**src/rtl/if_stage.sv**
```systemverilog
`default_nettype none
// ============================================================================
//  Module   : if_stage
//  Purpose  : Instruction-fetch stage. Owns the architectural PC, fetches
//             from instruction memory over a valid/ready request and valid
//             response interface, and loads the IF/ID pipeline register with
//             stall (hazard unit) and squash (control-flow redirect) support.
//  Revision : 1.0  initial release
// ============================================================================
module if_stage #(
  parameter logic [31:0] RESET_PC = 32'h0000_0000,
  parameter logic [31:0] NOP_INST = 32'h0000_0013
) (
  input  logic        clk,
  input  logic        rst,
  input  logic [31:0] pc_in,
  input  logic        redirect,
  input  logic        stall_d,
  output logic        imem_req_valid,
  output logic [31:0] imem_req_addr,
  input  logic        imem_req_ready,
  input  logic        imem_rsp_valid,
  input  logic [31:0] imem_rsp_data,
  output logic [31:0] pc_out,
  output logic [31:0] pc_d,
  output logic [31:0] inst_d,
  output logic        valid_d
);

  // Fetch controller states; at most one request is ever outstanding.
  typedef enum logic [1:0] {
    S_REQ  = 2'd0,  // presenting a request for r_pc
    S_WAIT = 2'd1,  // request accepted, waiting for its response
    S_HOLD = 2'd2   // response captured while IF/ID is stalled
  } state_t;

  // Fetch-side state
  state_t      r_state;
  logic [31:0] r_pc;
  logic        r_drop;       // outstanding response belongs to a squashed path
  logic [31:0] r_hold;       // instruction parked while the decode stage stalls

  // IF/ID pipeline register
  logic [31:0] r_pc_d;
  logic [31:0] r_inst_d;
  logic        r_valid_d;

  // Next-state values
  state_t      w_state_nxt;
  logic [31:0] w_pc_nxt;
  logic        w_drop_nxt;
  logic [31:0] w_hold_nxt;
  logic        w_fire;
  logic        w_deliver;    // an instruction enters IF/ID this cycle
  logic [31:0] w_deliver_inst;

  logic [31:0] w_pc_d_nxt;
  logic [31:0] w_inst_d_nxt;
  logic        w_valid_d_nxt;

  // Request is only presented in S_REQ and its address is always the PC.
  assign imem_req_valid = (r_state == S_REQ);
  assign imem_req_addr  = r_pc;
  assign w_fire         = imem_req_valid & imem_req_ready;

  assign pc_out  = r_pc;
  assign pc_d    = r_pc_d;
  assign inst_d  = r_inst_d;
  assign valid_d = r_valid_d;

  // Fetch FSM next-state, PC and hold-buffer logic.
  always_comb begin
    w_state_nxt    = r_state;
    w_pc_nxt       = r_pc;
    w_drop_nxt     = r_drop;
    w_hold_nxt     = r_hold;
    w_deliver      = 1'b0;
    w_deliver_inst = r_hold;

    case (r_state)
      S_REQ: begin
        // Responses seen here have no outstanding request and are ignored.
        if (redirect) begin
          w_pc_nxt = pc_in;
        end
        if (w_fire) begin
          w_state_nxt = S_WAIT;
          // A request accepted in the redirect cycle fetched the wrong path.
          w_drop_nxt  = redirect;
        end
      end

      S_WAIT: begin
        if (redirect) begin
          w_pc_nxt   = pc_in;
          w_drop_nxt = 1'b1;
        end
        if (imem_rsp_valid) begin
          if (r_drop || redirect) begin
            // Wrong-path data: throw it away and refetch from the new PC.
            w_drop_nxt  = 1'b0;
            w_state_nxt = S_REQ;
          end else if (!stall_d) begin
            w_deliver      = 1'b1;
            w_deliver_inst = imem_rsp_data;
            w_pc_nxt       = pc_in;
            w_state_nxt    = S_REQ;
          end else begin
            w_hold_nxt  = imem_rsp_data;
            w_state_nxt = S_HOLD;
          end
        end
      end

      S_HOLD: begin
        if (redirect) begin
          // Parked instruction is on the wrong path; squash it.
          w_pc_nxt    = pc_in;
          w_hold_nxt  = 32'h0;
          w_state_nxt = S_REQ;
        end else if (!stall_d) begin
          w_deliver      = 1'b1;
          w_deliver_inst = r_hold;
          w_pc_nxt       = pc_in;
          w_hold_nxt     = 32'h0;
          w_state_nxt    = S_REQ;
        end
      end

      default: begin
        w_state_nxt = S_REQ;
        w_drop_nxt  = 1'b0;
      end
    endcase
  end

  // IF/ID update: redirect squashes, stall holds, otherwise load or bubble.
  always_comb begin
    w_pc_d_nxt    = r_pc_d;
    w_inst_d_nxt  = r_inst_d;
    w_valid_d_nxt = r_valid_d;

    if (redirect) begin
      w_valid_d_nxt = 1'b0;
      w_inst_d_nxt  = NOP_INST;
    end else if (stall_d) begin
      w_valid_d_nxt = r_valid_d;
    end else if (w_deliver) begin
      // The PC register still names the instruction being delivered.
      w_pc_d_nxt    = r_pc;
      w_inst_d_nxt  = w_deliver_inst;
      w_valid_d_nxt = 1'b1;
    end else begin
      w_valid_d_nxt = 1'b0;
      w_inst_d_nxt  = NOP_INST;
    end
  end

  // Fetch-side state registers; reset abandons any outstanding request.
  always_ff @(posedge clk or posedge rst) begin
    if (rst) begin
      r_state <= S_REQ;
      r_pc    <= RESET_PC;
      r_drop  <= 1'b0;
      r_hold  <= 32'h0;
    end else begin
      r_state <= w_state_nxt;
      r_pc    <= w_pc_nxt;
      r_drop  <= w_drop_nxt;
      r_hold  <= w_hold_nxt;
    end
  end

  // IF/ID pipeline register.
  always_ff @(posedge clk or posedge rst) begin
    if (rst) begin
      r_pc_d    <= 32'h0;
      r_inst_d  <= NOP_INST;
      r_valid_d <= 1'b0;
    end else begin
      r_pc_d    <= w_pc_d_nxt;
      r_inst_d  <= w_inst_d_nxt;
      r_valid_d <= w_valid_d_nxt;
    end
  end

endmodule
`default_nettype wire

```
**config.mk**
```make
export PLATFORM = sky130hd
export DESIGN_NAME = if_stage
export DESIGN_NICKNAME = d
export VERILOG_FILES = /design/src/rtl/if_stage.sv
export SDC_FILE = /design/constraint.sdc
export NUM_CORES = 1
export LEC_CHECK = 0
export BUFFER_PORTS_ARGS = -buffer_cell sky130_fd_sc_hd__buf_2
export CAP_MARGIN = 20
export CORE_UTILIZATION = 25
export CTS_BUF_LIST = sky130_fd_sc_hd__clkbuf_8 sky130_fd_sc_hd__clkbuf_16
export CTS_CLUSTER_SIZE = 24
export DETAILED_ROUTE_END_ITERATION = 10
export GPL_ROUTABILITY_DRIVEN = 0
export SLEW_MARGIN = 20
export SYNTH_ARGS = -nofsm -noshare
export SYNTH_HDL_FRONTEND = slang
export SYNTH_SLANG_ARGS = --single-unit
```
**constraint.sdc**
```tcl
create_clock -name clk -period 6.55 [get_ports clk]
set_input_delay 0.655 -clock clk [delete_from_list [all_inputs] [get_ports clk]]
set_output_delay 0.655 -clock clk [all_outputs]
set_load 0.1 [all_outputs]
```
==> results.cfg <==
[sta]
skew_ps = 6.47
maxSlewViolCount = 0
period_share_pct = 40.2
worst_slew_pin_slew_ps = 1090
slew_headroom_pct = 27.5
fin_tns_setup_ps = 0
holdWs_ps = 320
fin_crit_ps = 2630
fmax_ghz = 0.380
final-hold-violation-count = 0
setup_violations = 0
rsz0062_at_grt = false

[drt]
routed_wl_mm = 16.0
drt-initial-drc-count = 198
ant_nets = 0
drt_pass1_iterations = 4
via_count = 4536
drcViolationCount = 0
wire_per_inst_um = 15.5
vias_per_cell = 4.39

[setup_path]
critPathLaunchType = register
critPathMaxFanout = 20
critPathKind = reg -> reg
required_ps = 6890
cp.arrival_ps = 2980
endpoint_kind = register

[flow_run]
maxCapViolCount = 0

[floorplan]
die_h_um = 159
core.rowCount = 57
die-area_um2 = 25300
die_w_um = 159
start_util_pct = 25.4
ios = 200
placeableCoreArea_um2 = 24200

[placed_design]
place_hpwl_mm = 10.5
io_buffers = 199
dpl_cell_area_um2 = 7180

[clock_network]
cts_resized = 0
clock-sinks = 132
cts_hold_buf = 0
root_buffer = clkbuf_16
htree_levels = 4
clockBufferDepth = 2
cts-buffers-inserted = 17
cts.clk_slew.worst_paths_ps = 60
cts_setup_buffers = 0
cts_tree = yes
clock_latency_ps = 410

[synth]
synth-seq-cells = 132
syn-mean-instance-area_um2 = 11.5
yosysWarnings = 0
netlist_instances = 537
syn_area_um2 = 6170
ys_types = 39
synth.net_count = 611
ys_seq_area_share_pct = 53.6

[layout]
nets = 767
drive_gt1_share_pct = 40.4
stdcell_area_um2 = 7820
area_delta_synth_final_pct = 26.8

[grt]
grt_max_degree = 68
grt_pass1_wl_mm = 25.5
grt_overflow = 0
grt_usage_pct = 12.9
grt_pass1_vias = 4532
antenna_found_initial = 4

[worst_hold_path]
hold_path.class = in -> async

[status]
outcome = finished clean
[cell usage in the layout, fill, tap and decap left out, drive strengths merged, types with 4 or more instances in the layout]
| cell | count |
|---|---|
| mux2 | 36 |
| buf | 205 |
| clkinv | 4 |
| a22o | 21 |
| ha | 4 |
| nand2 | 64 |
| dfrtp | 129 |
| a31oi | 12 |
| nor2 | 5 |
| o21ai | 72 |
| mux2i | 57 |
| a21oi | 31 |
| inv | 11 |
| clkbuf | 19 |
[synth_stat cells, drive strengths merged]
library cell	instances	area (µm²)
mux2	36	507
or2	1	6.26
a2bb2oi	2	17.5
nand2b	2	12.5
a22o	21	184
a21oi	31	155
nand2	64	240
mux2i	57	571
or3b	1	8.76
dfrtp	129	3230
inv	7	26.3
a21boi	1	7.51
nand4	1	6.26
nor2b	3	26.3
o2bb2ai	2	17.5
nor3	1	5.00
nand3	3	15.0
a211oi	1	12.5
buf	51	388
nor4b	1	8.76
o22a	3	26.3
nand3b	1	7.51
o21ai	72	364
o21bai	1	7.51
or3	2	17.5
dfstp	3	78.8
and3	1	6.26
a31oi	12	75.1
nor2	5	18.8
nor4bb	1	10.0
clkbuf	17	63.8
ha	4	50.1
[logic make-up after synthesis]
| family | share of synthesized area, % |
|---|---|
| AO/OA/AOI/OAI | 14.1 |
| flip-flops | 53.6 |
| multiplexers | 17.5 |
| AND/OR/NAND/NOR | 6.31 |
| buffers and inverters | 7.75 |
| adder cells (fa/ha/maj) | 0.811 |
[metal layers]
| metal | GRT usage (%) | part of all wire (%) | vias to the layer above |
|---|---|---|---|
| met5 | 0 | 0.050 | - |
| met2 | 20.8 | 48 | 113 |
| met3 | 3.31 | 5.1 | 10 |
| met1 | 16.6 | 46 | 2234 |
| met4 | 4.55 | 1.0 | 2 |
| li1 | - | - | 2177 |
[registers in the layout, summed over array words and instances (netlist names)]
register	cells
imem_req_addr	32
inst_d	32
pc_d	32
r_hold	32
r_state	2
r_drop	1
valid_d	1
[worst paths after layout]
path                                      to  slack, ps  startpoint  depth (start not counted)
min in group clk           imem_req_addr[12]        470   pc_in[12]                          2
hold / removal                    inst_d[26]        320         rst                          2
setup / recovery           imem_req_addr[27]       3920  r_state[1]                          6
max in group asynchronous           pc_d[13]       4920         rst                          3
hold reg to reg                   inst_d[19]        470  inst_d[19]                          2
setup reg to reg           imem_req_addr[27]       3920  r_state[1]                          6
[area by class of cell]
cell class              count  area (µm²)
diodes                      3        7.51
clock buffers              19         453
clock inverters            13         158
fillers                  2523       16400
inverters                   7        31.3
multi-input cells         330        2400
flip-flops and latches    132        3310
well taps                 324         405
repair buffers            205        1060
[through the flow]
stage	cells	util (%)	setup WS, ps
5_1_grt	1031	32.2	3750
2_1_floorplan	537	-	2370
3_5_place_dp	997	29.6	3700
4_1_cts	1029	32.1	3930
6_report	1033	32.3	3920
3_3_place_gp	997	29.6	3740
[worst max-delay path, cell delays in order, from the launching register on]
cell	delay [ps]
dfrtp_1	360
inv_1	80
ha_1	310
or2_2	450
o21ai_2	540
o21bai_2	560
a22o_1	250
Power is not shown: default switching activity piles up to over one toggle a cycle in this logic, so the estimate is an artifact.
